**config.mk**
```make
export PLATFORM = sky130hd
export DESIGN_NAME = regwrite_arbiter
export DESIGN_NICKNAME = d
export VERILOG_FILES = /design/src/rtl/regwrite_arbiter_pkg.sv /design/src/rtl/regwrite_fifo.sv /design/src/rtl/regwrite_arbiter.sv
export SDC_FILE = /design/constraint.sdc
export NUM_CORES = 1
export LEC_CHECK = 0
export CORE_MARGIN = 2
export CORE_UTILIZATION = 40
export CTS_CLUSTER_DIAMETER = 80
export CTS_CLUSTER_SIZE = 28
export DETAILED_ROUTE_END_ITERATION = 7
export PLACE_DENSITY = 0.75
export SYNTH_ARGS = -nofsm -noshare
export SYNTH_HDL_FRONTEND = slang
export SYNTH_HIERARCHICAL = 1
export SYNTH_SLANG_ARGS = --single-unit
```
**constraint.sdc**
```tcl
create_clock -name clk -period 3.7 [get_ports clk]
set_clock_uncertainty 0.05 [all_clocks]
set_input_delay 0.74 -clock clk [delete_from_list [all_inputs] [get_ports clk]]
set_output_delay 0.74 -clock clk [all_outputs]
set_load 0.02 [all_outputs]
```
**src/rtl/regwrite_arbiter_pkg.sv**
```systemverilog
// Shared CPU constants and types for the register write-back path.
// This package supplies the default widths, register-number names and the write-source encoding.
package regwrite_arbiter_pkg;

  localparam int CPU_DATA_W  = 32;
  localparam int CPU_REG_N_W = 4;

  localparam logic [CPU_REG_N_W-1:0] REG_ZERO = 4'd0;
  localparam logic [CPU_REG_N_W-1:0] REG_SP   = 4'd14;
  localparam logic [CPU_REG_N_W-1:0] REG_LR   = 4'd15;

  typedef enum logic [1:0] {
    SRC_NONE = 2'd0,
    SRC_ALU  = 2'd1,
    SRC_LQ   = 2'd2
  } wr_src_e;

  // Occupancy counter width for a queue of the given depth.
  function automatic int lq_cnt_w(input int depth);
    return $clog2(depth) + 1;
  endfunction

endpackage

```
**src/rtl/regwrite_fifo.sv**
```systemverilog
// Load-return queue: a small in-order FIFO with power-of-two depth.
// A pop and a push may happen together, including when the queue is full.
module regwrite_fifo
  import regwrite_arbiter_pkg::*;
#(
  parameter int WIDTH = 36,
  parameter int DEPTH = 2
) (
  input  logic             clk,
  input  logic             rst_n,
  input  logic             push_i,
  input  logic [WIDTH-1:0] wdata_i,
  input  logic             pop_i,
  output logic [WIDTH-1:0] rdata_o,
  output logic             full_o,
  output logic             empty_o
);

  localparam int PTR_W = $clog2(DEPTH);
  localparam int CNT_W = lq_cnt_w(DEPTH);
  localparam logic [PTR_W-1:0] PTR_ONE = PTR_W'(1);
  localparam logic [CNT_W-1:0] CNT_ONE = CNT_W'(1);
  localparam logic [CNT_W-1:0] CNT_MAX = CNT_W'(DEPTH);

  logic [WIDTH-1:0] mem_q [DEPTH];
  logic [PTR_W-1:0] wr_ptr_q, wr_ptr_d;
  logic [PTR_W-1:0] rd_ptr_q, rd_ptr_d;
  logic [CNT_W-1:0] cnt_q, cnt_d;
  logic             do_push_s;
  logic             do_pop_s;

  assign full_o    = (cnt_q == CNT_MAX);
  assign empty_o   = (cnt_q == {CNT_W{1'b0}});
  assign rdata_o   = mem_q[rd_ptr_q];
  assign do_push_s = push_i && (!full_o || pop_i);
  assign do_pop_s  = pop_i && !empty_o;

  // Pointer and occupancy next state; pointers wrap naturally at the power-of-two depth.
  always_comb begin
    wr_ptr_d = wr_ptr_q;
    rd_ptr_d = rd_ptr_q;
    cnt_d    = cnt_q;
    if (do_push_s) begin
      wr_ptr_d = wr_ptr_q + PTR_ONE;
    end else begin
      wr_ptr_d = wr_ptr_q;
    end
    if (do_pop_s) begin
      rd_ptr_d = rd_ptr_q + PTR_ONE;
    end else begin
      rd_ptr_d = rd_ptr_q;
    end
    case ({do_push_s, do_pop_s})
      2'b10:   cnt_d = cnt_q + CNT_ONE;
      2'b01:   cnt_d = cnt_q - CNT_ONE;
      default: cnt_d = cnt_q;
    endcase
  end

  // Queue control state.
  always_ff @(posedge clk or negedge rst_n) begin
    if (!rst_n) begin
      wr_ptr_q <= {PTR_W{1'b0}};
      rd_ptr_q <= {PTR_W{1'b0}};
      cnt_q    <= {CNT_W{1'b0}};
    end else begin
      wr_ptr_q <= wr_ptr_d;
      rd_ptr_q <= rd_ptr_d;
      cnt_q    <= cnt_d;
    end
  end

  // Entry storage is not reset; the occupancy counter decides which entries are valid.
  always_ff @(posedge clk) begin
    if (do_push_s) begin
      mem_q[wr_ptr_q] <= wdata_i;
    end
  end

endmodule

```
**src/rtl/regwrite_arbiter.sv**
```systemverilog
// Merges ALU write-back and queued load returns onto one register-file write port.
// It also keeps a pending-write scoreboard per register.
module regwrite_arbiter
  import regwrite_arbiter_pkg::*;
#(
  parameter int DATA_W   = CPU_DATA_W,
  parameter int REG_N_W  = CPU_REG_N_W,
  parameter int LQ_DEPTH = 2
) (
  input  logic                    clk,
  input  logic                    rst_n,
  input  logic                    alu_valid_i,
  input  logic [REG_N_W-1:0]      alu_num_i,
  input  logic [DATA_W-1:0]       alu_value_i,
  output logic                    alu_ready_o,
  input  logic                    ld_valid_i,
  input  logic [REG_N_W-1:0]      ld_num_i,
  input  logic [DATA_W-1:0]       ld_value_i,
  output logic                    ld_ready_o,
  input  logic                    mark_en_i,
  input  logic [REG_N_W-1:0]      mark_num_i,
  output logic                    reg_write_en_o,
  output logic [REG_N_W-1:0]      reg_num_o,
  output logic [DATA_W-1:0]       reg_value_o,
  output logic [2**REG_N_W-1:0]   busy_o
);

  localparam int ENTRY_W = DATA_W + REG_N_W;
  localparam int REG_CNT = 2**REG_N_W;

  logic [ENTRY_W-1:0] lq_rdata_s;
  logic               lq_full_s;
  logic               lq_empty_s;
  logic               lq_push_s;
  logic               lq_pop_s;
  wr_src_e            src_s;

  logic               reg_write_en_q, reg_write_en_d;
  logic [REG_N_W-1:0] reg_num_q, reg_num_d;
  logic [DATA_W-1:0]  reg_value_q, reg_value_d;
  logic [REG_CNT-1:0] busy_q, busy_d;

  // Both ready signals come from queue occupancy alone, so neither depends on a valid input.
  assign alu_ready_o = !lq_full_s;
  assign ld_ready_o  = !lq_full_s;
  assign lq_push_s   = ld_valid_i && ld_ready_o;
  assign lq_pop_s    = (src_s == SRC_LQ);

  regwrite_fifo #(
    .WIDTH (ENTRY_W),
    .DEPTH (LQ_DEPTH)
  ) u_lq (
    .clk     (clk),
    .rst_n   (rst_n),
    .push_i  (lq_push_s),
    .wdata_i ({ld_num_i, ld_value_i}),
    .pop_i   (lq_pop_s),
    .rdata_o (lq_rdata_s),
    .full_o  (lq_full_s),
    .empty_o (lq_empty_s)
  );

  // Winner selection: ALU by default, queue head when the ALU is idle or the queue is full.
  always_comb begin
    src_s = SRC_NONE;
    if (alu_valid_i && alu_ready_o) begin
      src_s = SRC_ALU;
    end else if (!lq_empty_s) begin
      src_s = SRC_LQ;
    end else begin
      src_s = SRC_NONE;
    end
  end

  // Write-port next state; number and value hold when there is no winner.
  always_comb begin
    reg_write_en_d = 1'b0;
    reg_num_d      = reg_num_q;
    reg_value_d    = reg_value_q;
    case (src_s)
      SRC_ALU: begin
        reg_write_en_d = 1'b1;
        reg_num_d      = alu_num_i;
        reg_value_d    = alu_value_i;
      end
      SRC_LQ: begin
        reg_write_en_d = 1'b1;
        reg_num_d      = lq_rdata_s[DATA_W +: REG_N_W];
        reg_value_d    = lq_rdata_s[DATA_W-1:0];
      end
      default: begin
        reg_write_en_d = 1'b0;
        reg_num_d      = reg_num_q;
        reg_value_d    = reg_value_q;
      end
    endcase
  end

  // Scoreboard: a presented write clears its register, and a mark applied afterwards wins.
  always_comb begin
    busy_d = busy_q;
    if (reg_write_en_q) begin
      busy_d[reg_num_q] = 1'b0;
    end else begin
      busy_d = busy_q;
    end
    if (mark_en_i) begin
      busy_d[mark_num_i] = 1'b1;
    end else begin
      busy_d[mark_num_i] = busy_d[mark_num_i];
    end
  end

  // Registered write port and scoreboard.
  always_ff @(posedge clk or negedge rst_n) begin
    if (!rst_n) begin
      reg_write_en_q <= 1'b0;
      reg_num_q      <= {REG_N_W{1'b0}};
      reg_value_q    <= {DATA_W{1'b0}};
      busy_q         <= {REG_CNT{1'b0}};
    end else begin
      reg_write_en_q <= reg_write_en_d;
      reg_num_q      <= reg_num_d;
      reg_value_q    <= reg_value_d;
      busy_q         <= busy_d;
    end
  end

  assign reg_write_en_o = reg_write_en_q;
  assign reg_num_o      = reg_num_q;
  assign reg_value_o    = reg_value_q;
  assign busy_o         = busy_q;

endmodule

```
== Word level (Yosys, flattened, before mapping) ==
Memory sizes are Yosys's and may differ from the RTL's.
Index checks and enable logic that the tools add are counted.

* Flip-flop bits (word level): 57
* RAM bits: 72
* Bits of input ports: 81
* Output and inout port bits: 55
* Logic and storage cells: 54
* Memories: 1

{| class="wikitable"
|+ Memory list
! memory !! words !! bits a word !! rd ports !! clocked after Yosys merged registers in !! wr ports !! line !! source
|-
| u_lq.mem_q || 2 || 36 || 1 || 0 || 1 || regwrite_fifo.sv:25 || <nowiki>logic [WIDTH-1:0] mem_q [DEPTH];</nowiki>
|}

* Add/subtract/negate cells: 4
* Magnitude comparators: 4
* Equality and inequality tests: 5
* Muxes and demuxes: 17
* Bitwise operators: 3
* Reductions and logical operators: 13

{| class="wikitable"
|+ Operators with widths
! kind !! count
|-
| 32-bit case mux with 2 select lines || 1
|-
| 16-bit 2-to-1 mux || 2
|-
| 16-bit bitwise AND || 1
|-
| 16-bit bitwise mux || 1
|-
| 16-bit inverter || 1
|-
| 16-bit bitwise OR || 1
|-
| 4-bit by 5-bit < comparator with 1-bit output, second input constant || 2
|-
| 1-bit demux with 4-bit select || 2
|-
| 4-bit by 1-bit greater-or-equal comparator with 1-bit output, second input constant || 2
|-
| 4-bit case mux with 2 select lines || 1
|-
| 2-bit equality test, second input constant || 3
|-
| 1-bit logical AND || 6
|-
| 1-bit 2-to-1 mux || 6
|-
| 1-bit binary-select mux with 4-bit select || 1
|-
| 2-bit by 1-bit equality test with 1-bit output, second input constant || 2
|-
| 2-bit 2-to-1 mux || 2
|-
| 2-bit case mux with 2 select lines || 1
|-
| 2-bit nonzero test || 2
|-
| 1-bit adder, second input constant || 2
|-
| 2-bit by 1-bit adder with 2-bit output, second input constant || 1
|-
| 1-bit logical NOT || 2
|-
| 2-bit logical NOT || 1
|-
| 2-bit OR reduction || 1
|-
| 2-bit by 1-bit subtractor with 2-bit output, second input constant || 1
|-
| 1-bit logical OR || 1
|}

== Logic depth before layout (Yosys ltp) ==
Gate-level depths: netlist of the first run.

* Depth after elaboration: 11
* Mapped depth: 11
* Mapped depth without buffers: 9

== Modules after synthesis ==
The synthesis of the first run kept the hierarchy.

{| class="wikitable"
|+ By module, submodules not included
! module !! times used !! cells an instance !! area an instance (sq um) !! seq. area each (sq um)
|-
| regwrite_fifo || 1 || 131 || 2,965.3 || 2,262.2
|-
| regwrite_arbiter || 1 || 278 || 2,753.9 || 1,326.3
|}

== Worst setup path after synthesis of the first run ==
No wires, ideal clock.

* Kind: in2reg
* Start: input port alu_valid_i
* End: memory u_lq.mem_q[0][0], enable pin
* Library setup time: 0.429 ns
* Arrival: 3.070 ns
* Data required time: 3.221 ns
* Path slack: 0.151 ns
* Stages: 6
* Buffers on the path: 2
* Cell sequence: nor2b_1 clkbuf_1 clkbuf_1 nor2_1 o21ai_4 nor2_1

* Word-level cells in the longest chain between the ends: 7

{| class="wikitable"
|+ Ends and longest elaborated chain
! what !! line !! source
|-
| start, declared || regwrite_arbiter.sv:12 || <nowiki>input logic alu_valid_i,</nowiki>
|-
| 1-bit logical AND || regwrite_arbiter.sv:66 || <nowiki>if (alu_valid_i && alu_ready_o) begin</nowiki>
|-
| 2-bit 2-to-1 mux || regwrite_arbiter.sv:66 ||
|-
| 2-bit equality test || regwrite_arbiter.sv:47 || <nowiki>assign lq_pop_s = (src_s == SRC_LQ);</nowiki>
|-
| named net lq_pop_s || regwrite_arbiter.sv:35 || <nowiki>logic lq_pop_s;</nowiki>
|-
| 1-bit logical OR || regwrite_fifo.sv:35 || <nowiki>assign do_push_s = push_i && (!full_o || pop_i);</nowiki>
|-
| 1-bit logical AND || regwrite_fifo.sv:35 ||
|-
| 1-bit 2-to-1 mux || regwrite_fifo.sv:75 || <nowiki>if (do_push_s) begin</nowiki>
|-
| 1-bit 2-to-1 mux (not written as such) || regwrite_fifo.sv:76 || <nowiki>mem_q[wr_ptr_q] <= wdata_i;</nowiki>
|-
| end, declared || regwrite_fifo.sv:25 ||
|}

The timed path passes the listed nets, and every way through them passes these cells.

== Worst setup path in the final report of the first run ==
* Start: input port mark_num_i[1]
* End: register busy_q[6], in the netlist busy_o[6]

* Word-level cells in the longest chain between the ends: 6
* Elaborated cells on any way between the ends: 10
* Classes of those cells: 2 x order compare; 6 x mux; 1 x bitwise; 1 x reduce/logical

{| class="wikitable"
|+ Ends and longest elaborated chain
! what !! line !! source
|-
| start, declared || regwrite_arbiter.sv:21 || <nowiki>input logic [REG_N_W-1:0] mark_num_i,</nowiki>
|-
| 4-bit by 5-bit < comparator with 1-bit output (not written as such) / 4-bit by 1-bit greater-or-equal comparator with 1-bit output (equally long branches) || regwrite_arbiter.sv:108, regwrite_arbiter.sv:110 ||
|-
| 1-bit logical AND (not written as such) || regwrite_arbiter.sv:108, regwrite_arbiter.sv:110 ||
|-
| 1-bit 2-to-1 mux (not written as such) || regwrite_arbiter.sv:108, regwrite_arbiter.sv:110 ||
|-
| 1-bit demux with 4-bit select || regwrite_arbiter.sv:108, regwrite_arbiter.sv:110 ||
|-
| 16-bit bitwise mux / 16-bit bitwise OR (equally long branches) || - ||
|-
| 16-bit 2-to-1 mux * || regwrite_arbiter.sv:107 || <nowiki>if (mark_en_i) begin</nowiki>
|-
| named net busy_d[6] || regwrite_arbiter.sv:41 || <nowiki>logic [REG_CNT-1:0] busy_q, busy_d;</nowiki>
|-
| end signal, assigned || regwrite_arbiter.sv:120 || <nowiki>busy_q <= {REG_CNT{1'b0}};</nowiki>
|-
| end signal, assigned || regwrite_arbiter.sv:125 || <nowiki>busy_q <= busy_d;</nowiki>
|-
| end, declared || regwrite_arbiter.sv:41 ||
|}

The timed path passes the listed nets; every way through them passes the cells marked *. The select of a mux whose other input is x is not followed.
A chain may end at the register's enable or synchronous reset.

==> flow_summary_export.csv, run 1 <==
group,metric,value,unit
setup_path,cp_max_fo,27,
global_routing,grt_pass1_vias,3978,
setup_path,rr_startpoint,"reg_num_o[2]$_DFFE_PN0P_",
status,status,"finished, final reports clean",
setup_path,cp-start-kind,"input port",
sta,slew_headroom,23.6,%
final_layout,final_cell_area,7750,um^2
clock_tree,htree_levels,4,
final_layout,layout-drive-gt1-share,15.4,%
setup_path,r2r_setup_slack,1.48,ns
sta,slew_viol_final,0,
synth,synthesis.instances,409,
sta,maxClockFrequency,0.378,GHz
final_layout,stdcell_count,738,
synth,synth-seq-cells,129,
run,max_cap_viol_count,0,
clock_tree,cts_buffers,17,
setup_path,cp_num_buf_inv,1,
setup_path,r2r_end,"busy_o[3]$_DFF_PN0_",
setup_path,cp_slowest_cell,"clkdlybuf4s50_1",
clock_tree,root_buffer,"clkbuf_16",
placed_design,dp_cells,706,
final_layout,final_common_cell,"clkdlybuf4s50_1",
global_routing,grt-ovfl-total,0,
global_routing,grt_max_degree,74,
synth,synth-seq-area-share,62.7,%
route,dr_total_vias,3935,
clock_tree,clock_path_buffers,2,
global_routing,antenna_found_initial,0,
final_layout,antenna_cells,0,
final_layout,layout_common_cells,"clkdlybuf4s50_1 (134), edfxtp_1 (72), o21ai_0 (60)",
synth,synth.avg_cell_area,14.0,um^2
floorplan,die_w,124,um
clock_tree,postCtsHoldBufs,0,
route,route.detailed.drc,0,
placed_design,dp_hpwl,8.69,mm
final_layout,final_util,55.7,%
floorplan,die_h,124,um
setup_path,path_cells,"clkdlybuf4s50_1 > o211ai_1 > o2111ai_1 > o21ai_1 > nor2_1 > o41a_1",
floorplan,initial_core_util,41.0,%
pwr,ir_worst_vdd,0.448,mV
clock_tree,clk_latency,0.41,ns
setup_path,slowest_delay,1.04,ns
placed_design,routabilityCongestion,0.955,
clock_tree,post_cts_buffers,0,
global_routing,grt_pass1_wl,19.8,mm
floorplan,io_pins,136,
setup_path,cp.required,3.99,ns
route,drtAntennaViolNets,0,
global_routing,grt_use_total,17.7,%
route,wirelength,12.9,mm
synth,synthTopCellsByArea,"edfxtp_1 (38%), dfrtp_1 (25%), mux2_4 (7.6%)",
sta,tns,0,ns
route,routed_via_density,5.33,
setup_path,cp.arrival,2.94,ns
sta,rsz0062_at_grt,"false",
sta,fin_crit,2.65,ns
setup_path,crit_path_end_kind,"flip-flop",
synth,netlist_area,5720,um^2
synth,yosysTopAreaCell,"edfxtp_1",
setup_path,rr_worst_depth,6,
placed_design,io_buffers,135,
synth,ys_types,38,
sta,setup_viol,0,
sta,hold_ws,0.514,ns
final_layout,nets,627,
pwr,power_density,868,nW/um^2
clock_tree,cts_resized,0,
route,drt-initial-drc-count,354,
pwr,leakage,0.00291,uW
min_path,hold_class,"in -> async",
route,drt-wirelength-per-cell,17.4,um
sta,finalCritPeriodShare,71.5,%
clock_tree,tritoncts,"done",
setup_path,cp_top_family,"buffers and inverters",
floorplan,core,13900,um^2
sta,tightest_slew,1.15,ns
placed_design,place_area,7180,um^2
clock_tree,cts.clk_slew.worst_paths,0.06,ns
setup_path,path_class,"in -> reg",
route,first_pass_iters,6,
floorplan,die-area,15300,um^2
clock_tree,clock-sinks,129,
final_layout,area_growth,35.6,%
sta,finalHoldViolCount,0,
synth,yosysTopAreaCellShare,37.8,%
synth,ys_warn_count,6,
synth,syn-num-nets,491,
floorplan,rows,43,
-- sequential cells by signal, indices dropped and copies added, names as in the netlist --
signal,cells
busy_o,16
reg_write_en_o,1
reg_value_o,32
u_lq/wr_ptr_q,1
u_lq/rd_ptr_q,1
u_lq/cnt_q,2
u_lq/mem_q,72
reg_num_o,4
-- worst register-to-register path: cells and delay by family (launching register included) --
kind / cells / cell delay, ns
compound gates: 3 / 0.62
flops: 1 / 0.45
simple gates: 3 / 0.95
-- area by class of cell --
type	instances	area [um^2]
repair buffers	140	1380
clock inverters	9	78.8
fillers	1144	6180
inverters	5	18.8
flip-flops and latches	129	3590
multi-input cells	252	1960
clock buffers	23	499
well taps	180	225
-- routing by layer --
| layer | global-route usage, % | vias to the layer above | share of wire, % |
|---|---|---|---|
| met5 | 0 | - | 0 |
| met4 | 6.96 | 0 | 1.5 |
| met3 | 6.82 | 28 | 9.3 |
| met2 | 29.5 | 201 | 49 |
| met1 | 20.4 | 1919 | 40 |
| li1 | - | 1787 | - |
-- cells by family (layout without fill, tap and decap cells) --
logic type               Yosys count  in the layout  synth area share, %
AND/OR/NAND/NOR                   83             83                 7.42
AO/OA/AOI/OAI                     91             91                 10.0
buffers and inverters             28            177                 3.52
flip-flops                       129            129                 62.7
multiplexers                      72             72                 15.3
XOR/XNOR                           5              5                0.766
adder cells (fa/ha/maj)            1              1                0.219
-- worst max-delay path by stage --
| stage | from | end | slack [ns] | depth (start not counted) |
|---|---|---|---|---|
| 4_1_cts | u_lq/cnt_q[0]$_DFFE_PN0P_ | alu_ready_o | 1.04 | 4 |
| 3_3_place_gp | mark_num_i[1] | busy_o[14]$_DFF_PN0_ | 0.89 | 6 |
| 6_report | mark_num_i[1] | busy_o[6]$_DFF_PN0_ | 1.05 | 6 |
| 5_1_grt | u_lq/cnt_q[0]$_DFFE_PN0P_ | alu_ready_o | 0.98 | 4 |
| 2_1_floorplan | alu_valid_i | u_lq/mem_q[0][0]$_DFFE_PP_ | 0.15 | 6 |
| 3_5_place_dp | mark_num_i[1] | busy_o[6]$_DFF_PN0_ | 0.75 | 6 |
-- per-stage QoR --
step	worst slack [ns]	total power (uW)
final	1.05	6730
after CTS	1.04	6800
after detailed placement	0.754	5180
after global placement	0.889	5090
after global routing	0.978	7090
after floorplan	0.151	4120
-- power breakdown --
group / leakage [uW] / switching, uW / internal (uW) / total (uW)
Combinational: 0.00130 / 1330 / 1340 / 2660
Sequential: 0.00134 / 406 / 2080 / 2480
Clock: 0.000274 / 573 / 1010 / 1580
Total: 0.00291 / 2310 / 4430 / 6730
-- synthesized netlist by cell type, drive strengths merged --
master	n
mux2	36
dlymetal6s2s	1
nand2b	6
dfrtp	57
o21ai	63
inv	5
clkbuf	9
or2	2
o211ai	8
nor2b	5
nor4	2
mux2i	36
nand3	5
xor2	2
and4	1
or3b	1
a32oi	2
buf	13
a22oi	6
o2111ai	4
edfxtp	72
nand2	46
o41a	8
ha	1
xnor2	3
nand3b	3
nor2	12
Power figures use the tool's default switching activity.
==> inputs of run 2 (changes only) <==
--- a/config.mk
+++ b/config.mk
@@ -10,7 +10,7 @@
 export CTS_CLUSTER_DIAMETER = 80
 export CTS_CLUSTER_SIZE = 28
 export DETAILED_ROUTE_END_ITERATION = 7
-export PLACE_DENSITY = 0.75
+export PLACE_DENSITY = 0.77
 export SYNTH_ARGS = -nofsm -noshare
 export SYNTH_HDL_FRONTEND = slang
 export SYNTH_HIERARCHICAL = 1
==> constraint.sdc (replaced) <==
create_clock -name clk -period 2.4 [get_ports clk]
set_clock_uncertainty 0.05 [all_clocks]
set_input_delay 0.48 -clock clk [delete_from_list [all_inputs] [get_ports clk]]
set_output_delay 0.48 -clock clk [all_outputs]
set_load 0.02 [all_outputs]
==> run 2 against run 1 <==
Net effect:
- cell count up 1.2%
- via count down 1.2%
- critical path depth down 2
- sequential share of layout area down 0.32 points
- clock-buffer cell count up 1
- combinational power up 62%
- critical endpoint is now ld_ready_o
- first-iteration DRC count up 9.0%
- worst setup slack worse by 0.93 ns
- power up 54%
- sequential power up 51%
- wire length up 1.7%
- die area unchanged
==> flow_summary_export.csv, run 2 (synthesis results as in run 1) <==
group,metric,value,unit
clock_tree,clock-sinks,129,
placed_design,dp_hpwl,9.26,mm
route,drtAntennaViolNets,0,
clock_tree,clock_path_buffers,2,
setup_path,r2r_end,"busy_o[3]$_DFF_PN0_",
setup_path,cp.required,1.87,ns
final_layout,area_growth,36.6,%
route,routed_via_density,5.20,
floorplan,die_h,124,um
sta,slew_headroom,57.9,%
sta,slew_viol_final,0,
global_routing,grt_pass1_wl,20.3,mm
pwr,p_sw_share,34.5,%
clock_tree,root_buffer,"clkbuf_16",
placed_design,routabilityCongestion,1.00,
sta,tns,0,ns
setup_path,cp-start-kind,"flip-flop",
final_layout,layout_common_cells,"clkdlybuf4s50_1 (134), edfxtp_1 (72), o21ai_0 (60)",
route,first_pass_iters,5,
global_routing,antenna_found_initial,0,
route,dr_total_vias,3888,
sta,rsz0062_at_grt,"false",
global_routing,grt-ovfl-total,0,
final_layout,final_util,56.1,%
final_layout,largest_reg_flops,72,
sta,finalCritPeriodShare,94.8,%
run,max_cap_viol_count,0,
floorplan,rows,43,
final_layout,nets,636,
final_layout,final_common_cell,"clkdlybuf4s50_1",
setup_path,rr_worst_depth,6,
setup_path,cp.arrival,1.75,ns
setup_path,cp_max_fo,4,
final_layout,regMostFlops,"u_lq/mem_q",
pwr,p_seq_share,36.2,%
pwr,ir_worst_vdd,0.764,mV
floorplan,io_pins,136,
setup_path,crit_path_end_kind,"primary output",
pwr,p_clk_share,22.1,%
sta,maxClockFrequency,0.439,GHz
floorplan,die-area,15300,um^2
sta,fin_crit,2.28,ns
status,status,"finished, final reports clean",
clock_tree,cts.clk_slew.worst_paths,0.05,ns
placed_design,io_buffers,135,
final_layout,antenna_cells,0,
setup_path,rr_startpoint,"reg_num_o[2]$_DFFE_PN0P_",
route,route.detailed.drc,0,
setup_path,path_class,"reg -> out",
setup_path,r2r_setup_slack,0.18,ns
global_routing,grt_pass1_vias,3996,
clock_tree,post_cts_buffers,0,
clock_tree,cts_buffers,17,
min_path,hold_class,"in -> async",
pwr,power_frac_comb,41.7,%
route,drt-wirelength-per-cell,17.5,um
clock_tree,tritoncts,"done",
pwr,power_density,1320,nW/um^2
setup_path,worstSetupStartpoint,"u_lq/cnt_q[0]$_DFFE_PN0P_",
floorplan,die_w,124,um
floorplan,initial_core_util,41.0,%
final_layout,layout-drive-gt1-share,15.9,%
clock_tree,clk_latency,0.41,ns
sta,tightest_slew,0.631,ns
pwr,p_int,6770,uW
clock_tree,htree_levels,4,
pwr,netSwitchingPower,3570,uW
sta,finalHoldViolCount,0,
floorplan,core,13900,um^2
global_routing,grt_max_degree,74,
pwr,leakage,0.00295,uW
sta,setup_viol,0,
global_routing,grt_use_total,18.1,%
route,wirelength,13.1,mm
route,drt-initial-drc-count,386,
## run 2: per-layer routing
| metal | global-route usage (%) | routed length, um | part of all wire [%] |
|---|---|---|---|
| met5 | 0 | 0 | 0 |
| met3 | 6.87 | 1220 | 9.3 |
| met1 | 21.8 | 5440 | 42 |
| met4 | 6.89 | 206 | 1.6 |
| met2 | 29.4 | 6220 | 48 |
## run 2: worst max-delay path by stage
stage,endpoint,slack (ns),cells past startpoint
2_1_floorplan,u_lq/mem_q[0][0]$_DFFE_PP_,-0.38,8
4_1_cts,ld_ready_o,0.03,4
3_5_place_dp,busy_o[5]$_DFF_PN0_,0.08,7
6_report,ld_ready_o,0.12,4
5_1_grt,alu_ready_o,0.05,4
3_3_place_gp,busy_o[14]$_DFF_PN0_,0.16,7
## run 2: repair_timing
| item | 4_1_cts | 5_1_grt |
|---|---|---|
| setup endpoints to repair | 0 | 2 |
| endpoints found under the hold margin | 10 | 0 |
| hold buffers | 1 | 0 |
| resized for setup | 0 | 1 |
## run 2: area by class of cell
cell class | count | area [um^2]
Timing Repair Buffer | 149 | 1490
Fill cell | 1144 | 6120
Clock buffer | 24 | 462
Tap cell | 180 | 225
Multi-Input combinational cell | 252 | 1960
Clock inverter | 8 | 65.1
Inverter | 5 | 18.8
Sequential cell | 129 | 3590
## run 2: through the flow
| stage | cell area [um^2] | std cells | setup WS (ns) | hold WS (ns) | power (uW) |
|---|---|---|---|---|---|
| detailed placement | 7270 | 714 | 0.0791 | 0.328 | 8080 |
| floorplan | 5720 | 409 | -0.376 | 0.134 | 6360 |
| CTS | 7810 | 747 | 0.0274 | 0.445 | 10400 |
| global route | 7810 | 747 | 0.0513 | 0.451 | 10900 |
| global placement | 7270 | 714 | 0.164 | 0.314 | 7940 |
| finish | 7810 | 747 | 0.124 | 0.444 | 10300 |
## run 2: power groups by stage
stage	sequential, uW	clock [uW]	combinational (uW)
CTS	3740	2330	4350
global placement	3720	0	4220
detailed placement	3760	0	4320
global route	3830	2440	4620
finish	3740	2280	4310
floorplan	4140	0	2220
## run 2: worst max-delay path, cell delays in order, from the launching register on
cell,delay (ns)
dfrtp_2,0.45
nand2b_4,0.17
inv_1,0.12
inv_1,0.07
clkdlybuf4s50_1,0.53
==> inputs of run 3 (changes only) <==
--- a/config.mk
+++ b/config.mk
@@ -6,11 +6,11 @@
 export NUM_CORES = 1
 export LEC_CHECK = 0
 export CORE_MARGIN = 2
-export CORE_UTILIZATION = 40
+export CORE_UTILIZATION = 45
 export CTS_CLUSTER_DIAMETER = 80
 export CTS_CLUSTER_SIZE = 28
 export DETAILED_ROUTE_END_ITERATION = 7
-export PLACE_DENSITY = 0.77
+export PLACE_DENSITY = 0.84
 export SYNTH_ARGS = -nofsm -noshare
 export SYNTH_HDL_FRONTEND = slang
 export SYNTH_HIERARCHICAL = 1
==> constraint.sdc (replaced) <==
create_clock -name clk -period 2.4 [get_ports clk]
set_clock_uncertainty 0.05 [all_clocks]
set_input_delay 0.72 -clock clk [delete_from_list [all_inputs] [get_ports clk]]
set_output_delay 0.72 -clock clk [all_outputs]
set_load 0.02 [all_outputs]
==> run 3 against run 2 <==
Net effect:
- power is essentially flat
- register-to-register slack gained 0.05 ns
- worst setup slack lost 0.031 ns
- hold slack lost 0.17 ns
- via count shrank 0.80%
- critical path type unchanged
- critical endpoint is now reg_num_o[3]
==> flow_summary_export.csv, run 3 (synthesis results as in run 1) <==
group,metric,value,unit
final_layout,layout_common_cells,"clkdlybuf4s50_1 (132), edfxtp_1 (72), o21ai_0 (60)",
route,route.detailed.drc,0,
final_layout,regArea,3590,um^2
floorplan,initial_core_util,45.7,%
clock_tree,clock_path_buffers,2,
placed_design,io_buffers,135,
setup_path,cp.arrival,1.54,ns
setup_path,crit_path_end_kind,"primary output",
final_layout,area_growth,37.5,%
setup_path,rr_startpoint,"reg_num_o[3]$_DFFE_PN0P_",
final_layout,regMostFlops,"u_lq/mem_q",
setup_path,cp_max_fo,6,
setup_path,cp_slowest_cell,"clkdlybuf4s50_1",
run,max_cap_viol_count,0,
sta,tightest_slew,0.665,ns
pwr,p_total,10300,uW
global_routing,grt_pass1_vias,4039,
route,drt-initial-drc-count,293,
setup_path,path_class,"reg -> out",
sta,slew_viol_final,0,
setup_path,cp.required,1.63,ns
setup_path,path_depth,1,
setup_path,cp_top_family,"buffers and inverters",
setup_path,rr_worst_depth,6,
route,drt-wirelength-per-cell,17.4,um
global_routing,grt-ovfl-total,0,
final_layout,final_common_cell,"clkdlybuf4s50_1",
final_layout,nets,642,
sta,rsz0062_at_grt,"false",
floorplan,die-area,13600,um^2
clock_tree,cts_buffers,17,
floorplan,rows,41,
route,drtAntennaViolNets,0,
sta,fin_crit,2.31,ns
global_routing,grt_use_total,20.0,%
clock_tree,tritoncts,"done",
global_routing,antenna_found_initial,0,
setup_path,cp-start-kind,"flip-flop",
sta,setup_viol,0,
placed_design,pre_cts_slack,-0.100,ns
route,wirelength,13.0,mm
global_routing,use_met2,33.3,%
global_routing,grt_pass1_wl,20.6,mm
sta,setup_ws,0.0933,ns
floorplan,core,12500,um^2
setup_path,r2r_setup_slack,0.23,ns
clock_tree,root_buffer,"clkbuf_16",
setup_path,path_cells,"clkdlybuf4s50_1",
sta,slew_headroom,55.7,%
route,routed_via_density,5.18,
setup_path,r2r_end,"busy_o[0]$_DFF_PN0_",
global_routing,grtUsageMet1,25.6,%
status,status,"finished, final reports clean",
min_path,hold_class,"in -> async",
sta,finalCritPeriodShare,96.1,%
final_layout,largest_reg_flops,72,
setup_path,cp_num_buf_inv,1,
pwr,power_density,1310,nW/um^2
placed_design,routabilityCongestion,0.881,
clock_tree,clock-sinks,129,
global_routing,grt_max_degree,74,
pwr,leakage,0.00298,uW
global_routing,use_met3,5.66,%
clock_tree,cts.clk_slew.worst_paths,0.05,ns
placed_design,dp_hpwl,8.93,mm
final_layout,stdcell_count,745,
sta,finalHoldViolCount,0,
clock_tree,clk_latency,0.41,ns
route,dr_total_vias,3857,
setup_path,slowest_delay,0.66,ns
final_layout,multi_input_area,1970,um^2
final_layout,nFillCells,962,
clock_tree,htree_levels,4,
placed_design,dp_cells,713,
floorplan,die_h,117,um
final_layout,layout-drive-gt1-share,17.5,%
sta,maxClockFrequency,0.434,GHz
floorplan,io_pins,136,
pwr,ir_worst_vdd,0.741,mV
final_layout,antenna_cells,0,
global_routing,busiest_layer,"met2",
floorplan,die_w,117,um
route,first_pass_iters,4,
## run 3: cell count changes in the layout (fill, tap and decap cells not counted), sizes merged
cell,change
clkdlybuf4s50,-2
buf,+7
dlygate4sd2,+2
dlygate4sd3,-1
clkinv,+3
clkinvlp,+1
clkbuf,-4
## run 3: timing repair
action | 4_1_cts | 5_1_grt
buffers inserted | 0 | 0
hold buffers | 0 | 0
endpoints found under the setup margin | 2 | 0
gates resized for setup | 3 | 0
## run 3: stage by stage
step / hold slack [ns] / utilization, % / TNS [ns] / area (um^2)
6_report: 0.273 / 62.8 / 0 / 7870
3_3_place_gp: 0.486 / 58.6 / -0.297 / 7340
3_5_place_dp: 0.511 / 58.6 / -1.14 / 7340
2_1_floorplan: 0.374 / - / 0 / 5750
5_1_grt: 0.285 / 62.8 / 0 / 7870
4_1_cts: 0.279 / 62.8 / 0 / 7870
## run 3: power breakdown
part | internal (uW) | switching (uW)
combinational | 2130 | 2180
clock | 1400 | 878
sequential | 3200 | 525
## run 3: area by class of cell
cell class | count | share of cell area [%]
clock buffers | 20 | 5.55
clock inverters | 12 | 1.19
inverters | 5 | 0.239
multi-input cells | 252 | 25.0
flip-flops and latches | 129 | 45.6
well taps | 172 | 2.74
repair buffers | 155 | 19.6
## run 3: worst max path at each step
stage                                   from                          to
finish              reg_num_o[3]$_DFFE_PN0P_                reg_num_o[3]
global route        reg_num_o[1]$_DFFE_PN0P_                reg_num_o[1]
CTS                 reg_num_o[3]$_DFFE_PN0P_                reg_num_o[3]
detailed placement             mark_num_i[3]         busy_o[6]$_DFF_PN0_
global placement               mark_num_i[3]        busy_o[13]$_DFF_PN0_
floorplan                        alu_valid_i  u_lq/mem_q[0][0]$_DFFE_PP_
## run 3: layer usage
metal	routed length, um	part of all wire [%]
met1	5500	42
met2	6460	50
met3	938	7.2
met4	104	0.80
met5	0	0
